### config.mk
export PLATFORM = sky130hd
export DESIGN_NAME = controller
export DESIGN_NICKNAME = d
export VERILOG_FILES = /design/src/rtl/controller.sv
export SDC_FILE = /design/constraint.sdc
export NUM_CORES = 1
export LEC_CHECK = 0
export ABC_AREA = 1
export CORE_MARGIN = 5
export CORE_UTILIZATION = 25
export CTS_CLUSTER_DIAMETER = 30
export CTS_CLUSTER_SIZE = 30
export DETAILED_ROUTE_END_ITERATION = 8
export GPL_TIMING_DRIVEN = 0
export PLACE_DENSITY_LB_ADDON = 0.15
export SLEW_MARGIN = 20
export SYNTH_ARGS = -nofsm -noshare
export SYNTH_HDL_FRONTEND = slang
export SYNTH_SLANG_ARGS = --single-unit
### constraint.sdc
create_clock -name CLK -period 1.3 [get_ports CLK]
set_input_delay 0.325 -clock CLK [delete_from_list [all_inputs] [get_ports CLK]]
set_output_delay 0.325 -clock CLK [all_outputs]
set_load 0.02 [all_outputs]
### src/rtl/controller.sv
// Control FSM for a small accumulator CPU.
// Sequences fetch / decode / execute and drives the datapath strobes.
// The state register is one-hot and is exported directly as S0..S5.
// Strobes that depend only on state are registered. Each one is computed from the
// next state, so it is valid in the same cycle as the state it belongs to.
// Only CL (reset mirror) and LD_PC (branch decision in S1) are combinational.
module controller (
   input  logic CLK,
   input  logic RESET,
   input  logic CLR,
   input  logic ADD,
   input  logic SUB,
   input  logic STORE,
   input  logic BNZ,
   input  logic ZERO,
   output logic ADDSUB,
   output logic CL,
   output logic CL_AC,
   output logic DORPC,
   output logic LD_AC,
   output logic LD_D,
   output logic LD_IR,
   output logic LD_PC,
   output logic MEM_EN,
   output logic PC_CNT,
   output logic RORW,
   output logic S0,
   output logic S1,
   output logic S2,
   output logic S3,
   output logic S4,
   output logic S5
);

   typedef enum logic [5:0] {
      ST_FETCH  = 6'b000001,
      ST_DECODE = 6'b000010,
      ST_CLEAR  = 6'b000100,
      ST_READ   = 6'b001000,
      ST_EXEC   = 6'b010000,
      ST_STORE  = 6'b100000
   } state_t;

   state_t r_state;
   state_t w_next;
   logic   r_sub_flag;
   logic   w_next_sub;

   logic   r_addsub;
   logic   r_cl_ac;
   logic   r_dorpc;
   logic   r_ld_ac;
   logic   r_ld_d;
   logic   r_ld_ir;
   logic   r_mem_en;
   logic   r_pc_cnt;
   logic   r_rorw;

   logic   w_addsub;
   logic   w_cl_ac;
   logic   w_dorpc;
   logic   w_ld_ac;
   logic   w_ld_d;
   logic   w_ld_ir;
   logic   w_mem_en;
   logic   w_pc_cnt;
   logic   w_rorw;
   logic   w_bnz_taken;

   // Next-state selection; opcodes only matter in DECODE, illegal codes fall back to FETCH
   always_comb begin
      w_next     = ST_FETCH;
      w_next_sub = r_sub_flag;
      case (r_state)
         ST_FETCH:  w_next = ST_DECODE;
         ST_DECODE: begin
            if (CLR) begin
               w_next = ST_CLEAR;
            end else if (ADD) begin
               w_next     = ST_READ;
               w_next_sub = 1'b0;
            end else if (SUB) begin
               w_next     = ST_READ;
               w_next_sub = 1'b1;
            end else if (STORE) begin
               w_next = ST_STORE;
            end else begin
               w_next = ST_FETCH;
            end
         end
         ST_CLEAR:  w_next = ST_FETCH;
         ST_READ:   w_next = ST_EXEC;
         ST_EXEC:   w_next = ST_FETCH;
         ST_STORE:  w_next = ST_FETCH;
         default:   w_next = ST_FETCH;
      endcase
   end

   // Moore strobes for the state being entered, latched together with the state
   always_comb begin
      w_addsub = 1'b0;
      w_cl_ac  = 1'b0;
      w_dorpc  = 1'b0;
      w_ld_ac  = 1'b0;
      w_ld_d   = 1'b0;
      w_ld_ir  = 1'b0;
      w_mem_en = 1'b0;
      w_pc_cnt = 1'b0;
      w_rorw   = 1'b0;
      case (w_next)
         ST_FETCH: begin
            w_mem_en = 1'b1;
            w_rorw   = 1'b1;
            w_ld_ir  = 1'b1;
            w_pc_cnt = 1'b1;
         end
         ST_CLEAR: begin
            w_cl_ac = 1'b1;
         end
         ST_READ: begin
            w_mem_en = 1'b1;
            w_rorw   = 1'b1;
            w_dorpc  = 1'b1;
            w_ld_d   = 1'b1;
            w_addsub = w_next_sub;
         end
         ST_EXEC: begin
            w_ld_ac  = 1'b1;
            w_addsub = w_next_sub;
         end
         ST_STORE: begin
            w_mem_en = 1'b1;
            w_dorpc  = 1'b1;
         end
         default: begin
            w_addsub = 1'b0;
         end
      endcase
   end

   // Branch is taken in DECODE only when no higher-priority opcode is present and AC is non-zero
   always_comb begin
      w_bnz_taken = (r_state == ST_DECODE) & BNZ & ~CLR & ~ADD & ~SUB & ~STORE & ~ZERO;
   end

   // State, operation flag and registered strobes; reset parks the FSM in FETCH
   always_ff @(posedge CLK or negedge RESET) begin
      if (!RESET) begin
         r_state    <= ST_FETCH;
         r_sub_flag <= 1'b0;
         r_addsub   <= 1'b0;
         r_cl_ac    <= 1'b0;
         r_dorpc    <= 1'b0;
         r_ld_ac    <= 1'b0;
         r_ld_d     <= 1'b0;
         r_ld_ir    <= 1'b1;
         r_mem_en   <= 1'b1;
         r_pc_cnt   <= 1'b1;
         r_rorw     <= 1'b1;
      end else begin
         r_state    <= w_next;
         r_sub_flag <= w_next_sub;
         r_addsub   <= w_addsub;
         r_cl_ac    <= w_cl_ac;
         r_dorpc    <= w_dorpc;
         r_ld_ac    <= w_ld_ac;
         r_ld_d     <= w_ld_d;
         r_ld_ir    <= w_ld_ir;
         r_mem_en   <= w_mem_en;
         r_pc_cnt   <= w_pc_cnt;
         r_rorw     <= w_rorw;
      end
   end

   assign CL     = ~RESET;
   assign LD_PC  = w_bnz_taken;
   assign ADDSUB = r_addsub;
   assign CL_AC  = r_cl_ac;
   assign DORPC  = r_dorpc;
   assign LD_AC  = r_ld_ac;
   assign LD_D   = r_ld_d;
   assign LD_IR  = r_ld_ir;
   assign MEM_EN = r_mem_en;
   assign PC_CNT = r_pc_cnt;
   assign RORW   = r_rorw;
   assign {S5, S4, S3, S2, S1, S0} = r_state;

endmodule

==> metrics, run 1 <==
Placed Cells=125; number of global-route vias before repair=640; multi-input logic area=275 µm²; Cell Pwr Density=1830 nW/µm²; worst setup margin=-0.415 ns; max-slew violations=0; yosys warns=0; Die Y=62.5 µm; n_diodes=0; number of standard cells in the final layout excluding fillers=144; period utilization=1.32; Worst-Margin Slew=0.526 ns; CTS max path bufs=2; share of cells above drive strength 1=0.451; Port Buffers=24; CTS tree=done; Peak Freq=583 MHz; via/cell ratio=4.13; # setup viols final=6; DRT iter0 DRCs=8; CP startpoint kind=flop; syn_nets=78; GRT Util Overall=0.0918; WL per Instance=11.5 µm; worst-skew pair later-pin latency=0.29 ns; global-route wire length before repair=2.85 mm; Reg clk slew, reported paths=0.09 ns; Area Growth Syn to Fin=67.7%; skew final=0.00559 ns; VDD IR max=0.000922 V; fill count=291; die area=3910 µm²; CP arrival=1.39 ns; num rows=19; Synth cell types=17; fin crit period=1.71 ns; most frequent cells in the layout=inv_1 (15), buf_6 (12), dfrtp_1 (11), buf_4 (11), nand2_1 (9); slew margin rel.=0.648; worst hold path class=in2reg; H-tree depth=1; via count=595; Req. time, crit path=0.98 ns; Leakage Power=0.652 nW; WL final=1.66 mm; Mapped Cells=70; cts bufs inserted=3; hold slack final=0.537 ns; clock root cell=clkbuf_4; sequential share of the synthesized area=0.552; DP HPWL=1.10 mm; min-delay src=CLR; Post-DRT Antenna Nets=0; Crit. Startpoint=r_state[2]; final hold vios=0; Chip Width=62.5 µm; Pre-antenna DRT Iters=4; GRT overflow=0; RSZ-0062 raised after global routing=yes; # DRC=0; CORE AREA=2710 µm²; failing checks=setup timing; critical path class=reg2out; initial antenna violation count=0; most common cell after layout, fill and taps aside=inv_1; Final #Nets=122; outcome=finished with violations; post-synthesis register bit count=15; Initial Util=0.254; critical-path maximum fanout=2; Synth Area per Inst=9.85 µm²; Critical Path Sink Type=primary output; Max-cap violations=0; Worst R2R Start=r_state[0]; Num Clock Sinks=15; pin count of the biggest net entering global routing=12; Netlist Area Pre-Place=689 µm²; IO Pins=25; Final Wtd Congestion=0.659; FF+latch area=380 µm²
-- flip-flops by register name (all words and copies together), names as in the netlist --
name	flops
r_state	6
ADDSUB	1
CL_AC	1
DORPC	1
LD_AC	1
LD_D	1
MEM_EN	1
PC_CNT	1
RORW	1
r_sub_flag	1
-- repair_timing --
action	CTS	global route
endpoints found under the setup margin	17	16
gates cloned	0	0
hold endpoints to repair	11	0
resized for setup	77	13
setup buffers	7	5
hold buffers	3	0
pin swaps	3	2
-- critical path: stages, from the launching register on --
cell and delay, ns:
dfrtp_1 0.42, nor2_4 0.15, nand2_4 0.08, nor2_8 0.12
nand3_4 0.08, nor3_4 0.12, buf_6 0.14
-- layout make-up --
type / count / share of cell area
inverters: 17 / 0.0552
clock buffers: 3 / 0.0195
multi-input cells: 37 / 0.238
clock inverters: 1 / 0.00433
repair buffers: 39 / 0.311
plain buffers: 1 / 0.00974
well taps: 31 / 0.0335
flip-flops and latches: 15 / 0.329
-- cell usage after synthesis --
| cell | instances | area, µm² |
|---|---|---|
| dfstp_2 | 4 | 105 |
| nor2_8 | 1 | 20.0 |
| nand2_1 | 10 | 37.5 |
| o21ai_1 | 1 | 5.00 |
| buf_4 | 1 | 7.51 |
| nand3_2 | 1 | 10.0 |
| nand2_4 | 2 | 22.5 |
| nor3_2 | 2 | 20.0 |
| nand2_2 | 2 | 12.5 |
| nand3_1 | 7 | 35.0 |
| a21oi_2 | 1 | 8.76 |
| inv_2 | 2 | 7.51 |
| dfrtp_1 | 11 | 275 |
| nor2_1 | 7 | 26.3 |
| nor2_4 | 2 | 22.5 |
| inv_1 | 15 | 56.3 |
| nand3_4 | 1 | 17.5 |
-- where the power goes --
| part | switching, mW | total [mW] | internal, mW | leakage [nW] |
|---|---|---|---|---|
| Combinational | 0.573 | 1.11 | 0.541 | 0.442 |
| Clock | 0.162 | 0.276 | 0.114 | 0.0177 |
| Sequential | 0.0856 | 0.726 | 0.640 | 0.192 |
-- kinds of logic after synthesis --
family          count (synthesis)  share of synthesized area
simple gates                   35                      0.325
flops                          15                      0.552
compound gates                  2                     0.0200
buf+inv                        18                      0.103
-- worst paths after layout --
kind	endpoint	slack, ns	cells past startpoint
worst max-delay path	LD_PC	-0.41	6
worst min-delay path	r_state[2]	0.54	3
worst max register to register	ADDSUB	0.07	8
worst min register to register	r_sub_flag	0.56	2
max in group asynchronous	CL_AC	0.40	2
min in group asynchronous	RORW	0.55	2
-- metal layers --
layer  track usage  vias up  share of wire
met5             0        -              0
li1              -      294              -
met4        0.0557        0          0.013
met2         0.150       21           0.50
met3        0.0252        2          0.078
met1         0.105      278           0.41
-- stage by stage --
step / power [mW] / utilization / setup TNS [ns] / setup WS [ns] / cell area, µm²
finish: 2.12 / 0.427 / -0.884 / -0.415 / 1160
global route: 2.25 / 0.427 / -1.16 / -0.493 / 1160
CTS: 1.98 / 0.398 / -0.580 / -0.432 / 1080
detailed placement: 1.62 / 0.360 / -4.31 / -1.07 / 975
global placement: 1.61 / 0.360 / -4.08 / -1.08 / 975
floorplan: 1.26 / - / -0.190 / -0.190 / 696
Power figures use the tool's default switching activity.
==> run 2: changes to the inputs <==
--- a/config.mk
+++ b/config.mk
@@ -7,7 +7,7 @@
 export LEC_CHECK = 0
 export ABC_AREA = 1
 export CORE_MARGIN = 5
-export CORE_UTILIZATION = 25
+export CORE_UTILIZATION = 35
 export CTS_CLUSTER_DIAMETER = 30
 export CTS_CLUSTER_SIZE = 30
 export DETAILED_ROUTE_END_ITERATION = 8
==> run 2 against run 1 <==
  * Routed wire length decreased by 15%
  * Largest cell class unchanged
  * Sequential power about the same
  * Sequential cell count unchanged
  * The run still ends with setup timing left
  * Clock power decreased by 7%
  * Clock-buffer cell count unchanged
  * Largest power group unchanged
  * Final area decreased by 7.1%
  * Non-clock buffer count decreased by 5
  * Cell count decreased by 6.3%
  * Clock skew decreased by 0.0031 ns
  * Die area decreased by 24%
==> metrics, run 2 (synthesized netlist as in run 1, its figures left out) <==
VDD IR max=0.000854 V; CTS max path bufs=2; Crit. Startpoint=ADD; DRT iter0 DRCs=10; final hold vios=0; Leakage Power=0.624 nW; number of buffers and inverters on the critical path=2; Pre-antenna DRT Iters=4; # DRC=0; Worst R2R Start=r_state[0]; worst hold path class=in2reg; pin count of the biggest net entering global routing=12; Die Y=54.4 µm; Post-DRT Antenna Nets=0; Cell Pwr Density=1850 nW/µm²; CP cell instances=clkdlybuf4s50_1, nor3_4, nand3_4, nor3_4, buf_6; Num Clock Sinks=15; IO Pins=25; # setup viols final=6; Initial Util=0.359; max reg flops=6; post-route cell area=1070 µm²; CP startpoint kind=input port; Crit path depth=5; outcome=finished with violations; Worst R2R Setup Slack=0.05 ns; Peak Freq=579 MHz; via count=576; CTS tree=done; skew final=0.00246 ns; n_diodes=0; Top delay family on crit path=buffers and inverters; most frequent cells in the layout=inv_1 (15), dfrtp_1 (11), buf_4 (11); GRT overflow=0; num rows=16; initial antenna violation count=0; dpl ws=-1.09 ns; CORE AREA=1920 µm²; H-tree depth=1; period utilization=1.33; clock root cell=clkbuf_4; slowest CP cell=clkdlybuf4s50_1; Critical Path Sink Type=primary output; fin crit period=1.73 ns; number of global-route vias before repair=555; Chip Width=54.4 µm; via/cell ratio=4.27; r2r endpoint=ADDSUB; GRT Util Overall=0.107; RSZ-0062 raised after global routing=yes; Top reg by flops=r_state; CP dominant cell by count=nor3_4; Area Growth Syn to Fin=55.7%; CP arrival=1.40 ns; Final Wtd Congestion=0.734; WL per Instance=10.4 µm; slew margin rel.=0.661; Critical Path Max Stage Delay=0.46 ns; Reg clk slew, reported paths=0.09 ns; Final #Nets=117; Worst-Margin Slew=0.507 ns; DP HPWL=1.02 mm; Req. time, crit path=0.98 ns; R2R depth=8; critical path class=in2out; most common cell after layout, fill and taps aside=inv_1; min-delay src=CLR; Port Buffers=24; worst-skew pair later-pin latency=0.27 ns; Worst Setup EP=LD_PC; die area=2960 µm²; failing checks=setup timing; cts bufs inserted=3; global-route wire length before repair=2.22 mm; critical-path maximum fanout=2; Area after DPL=970 µm²; worst setup margin=-0.428 ns; WL final=1.41 mm; share of cells above drive strength 1=0.435; max-slew violations=0; Max-cap violations=0
run 2: worst min path at each step:
stage / end / cells past startpoint
final: CL_AC / 3
after global routing: r_state[2] / 3
after CTS: r_state[0] / 1
after detailed placement: r_sub_flag / 2
after global placement: r_sub_flag / 2
after floorplan: ADDSUB / 0
run 2: through the flow:
| stage | power, mW | std cells | hold slack [ns] | setup TNS (ns) | utilization |
|---|---|---|---|---|---|
| floorplan | 1.26 | 70 | 0.0294 | -0.190 | - |
| global placement | 1.60 | 121 | 0.528 | -3.80 | 0.505 |
| detailed placement | 1.62 | 121 | 0.530 | -4.09 | 0.505 |
| CTS | 1.90 | 132 | 0.00265 | -0.623 | 0.537 |
| global route | 2.13 | 135 | 0.549 | -1.07 | 0.559 |
| finish | 1.98 | 135 | 0.540 | -0.728 | 0.559 |
run 2: routing by layer:
layer  up-vias  routed length (µm)  track usage  part of all wire
met5         -                   0            0                 0
met4         0                  29       0.0747             0.021
met3         4                  88       0.0191             0.063
met2        18                 764        0.181              0.54
met1       270                 527        0.119              0.37
li1        284                   -            -                 -
run 2: cell type report:
class	count	area, µm²
Tap cell	27	33.8
Inverter	17	63.8
Buffer	1	11.3
Fill cell	188	848
Clock buffer	3	22.5
Timing Repair Buffer	34	292
Multi-Input combinational cell	37	265
Sequential cell	15	380
Clock inverter	1	5.00
run 2: power by group:
group          internal (mW)  total (mW)  switching [mW]
Combinational          0.461        1.00           0.540
Clock                  0.114       0.257           0.143
Sequential             0.641       0.724          0.0838
run 2: worst reg2reg max path: stages, from the launching register on:
cell and delay [ns]:
dfstp_2 0.56, inv_1 0.08, nand2_4 0.09, nor2_8 0.04, buf_4 0.14, nand2_1 0.07, nand2_2 0.06, nand2_1 0.06
inv_1 0.04
run 2: repair_timing:
| item | in CTS | in global routing |
|---|---|---|
| hold buffers | 1 | 1 |
| cloned | 0 | 0 |
| setup buffers | 6 | 2 |
| endpoints found under the hold margin | 11 | 4 |
| setup endpoints to repair | 17 | 18 |
| pin swaps | 3 | 1 |
| resized for setup | 64 | 17 |
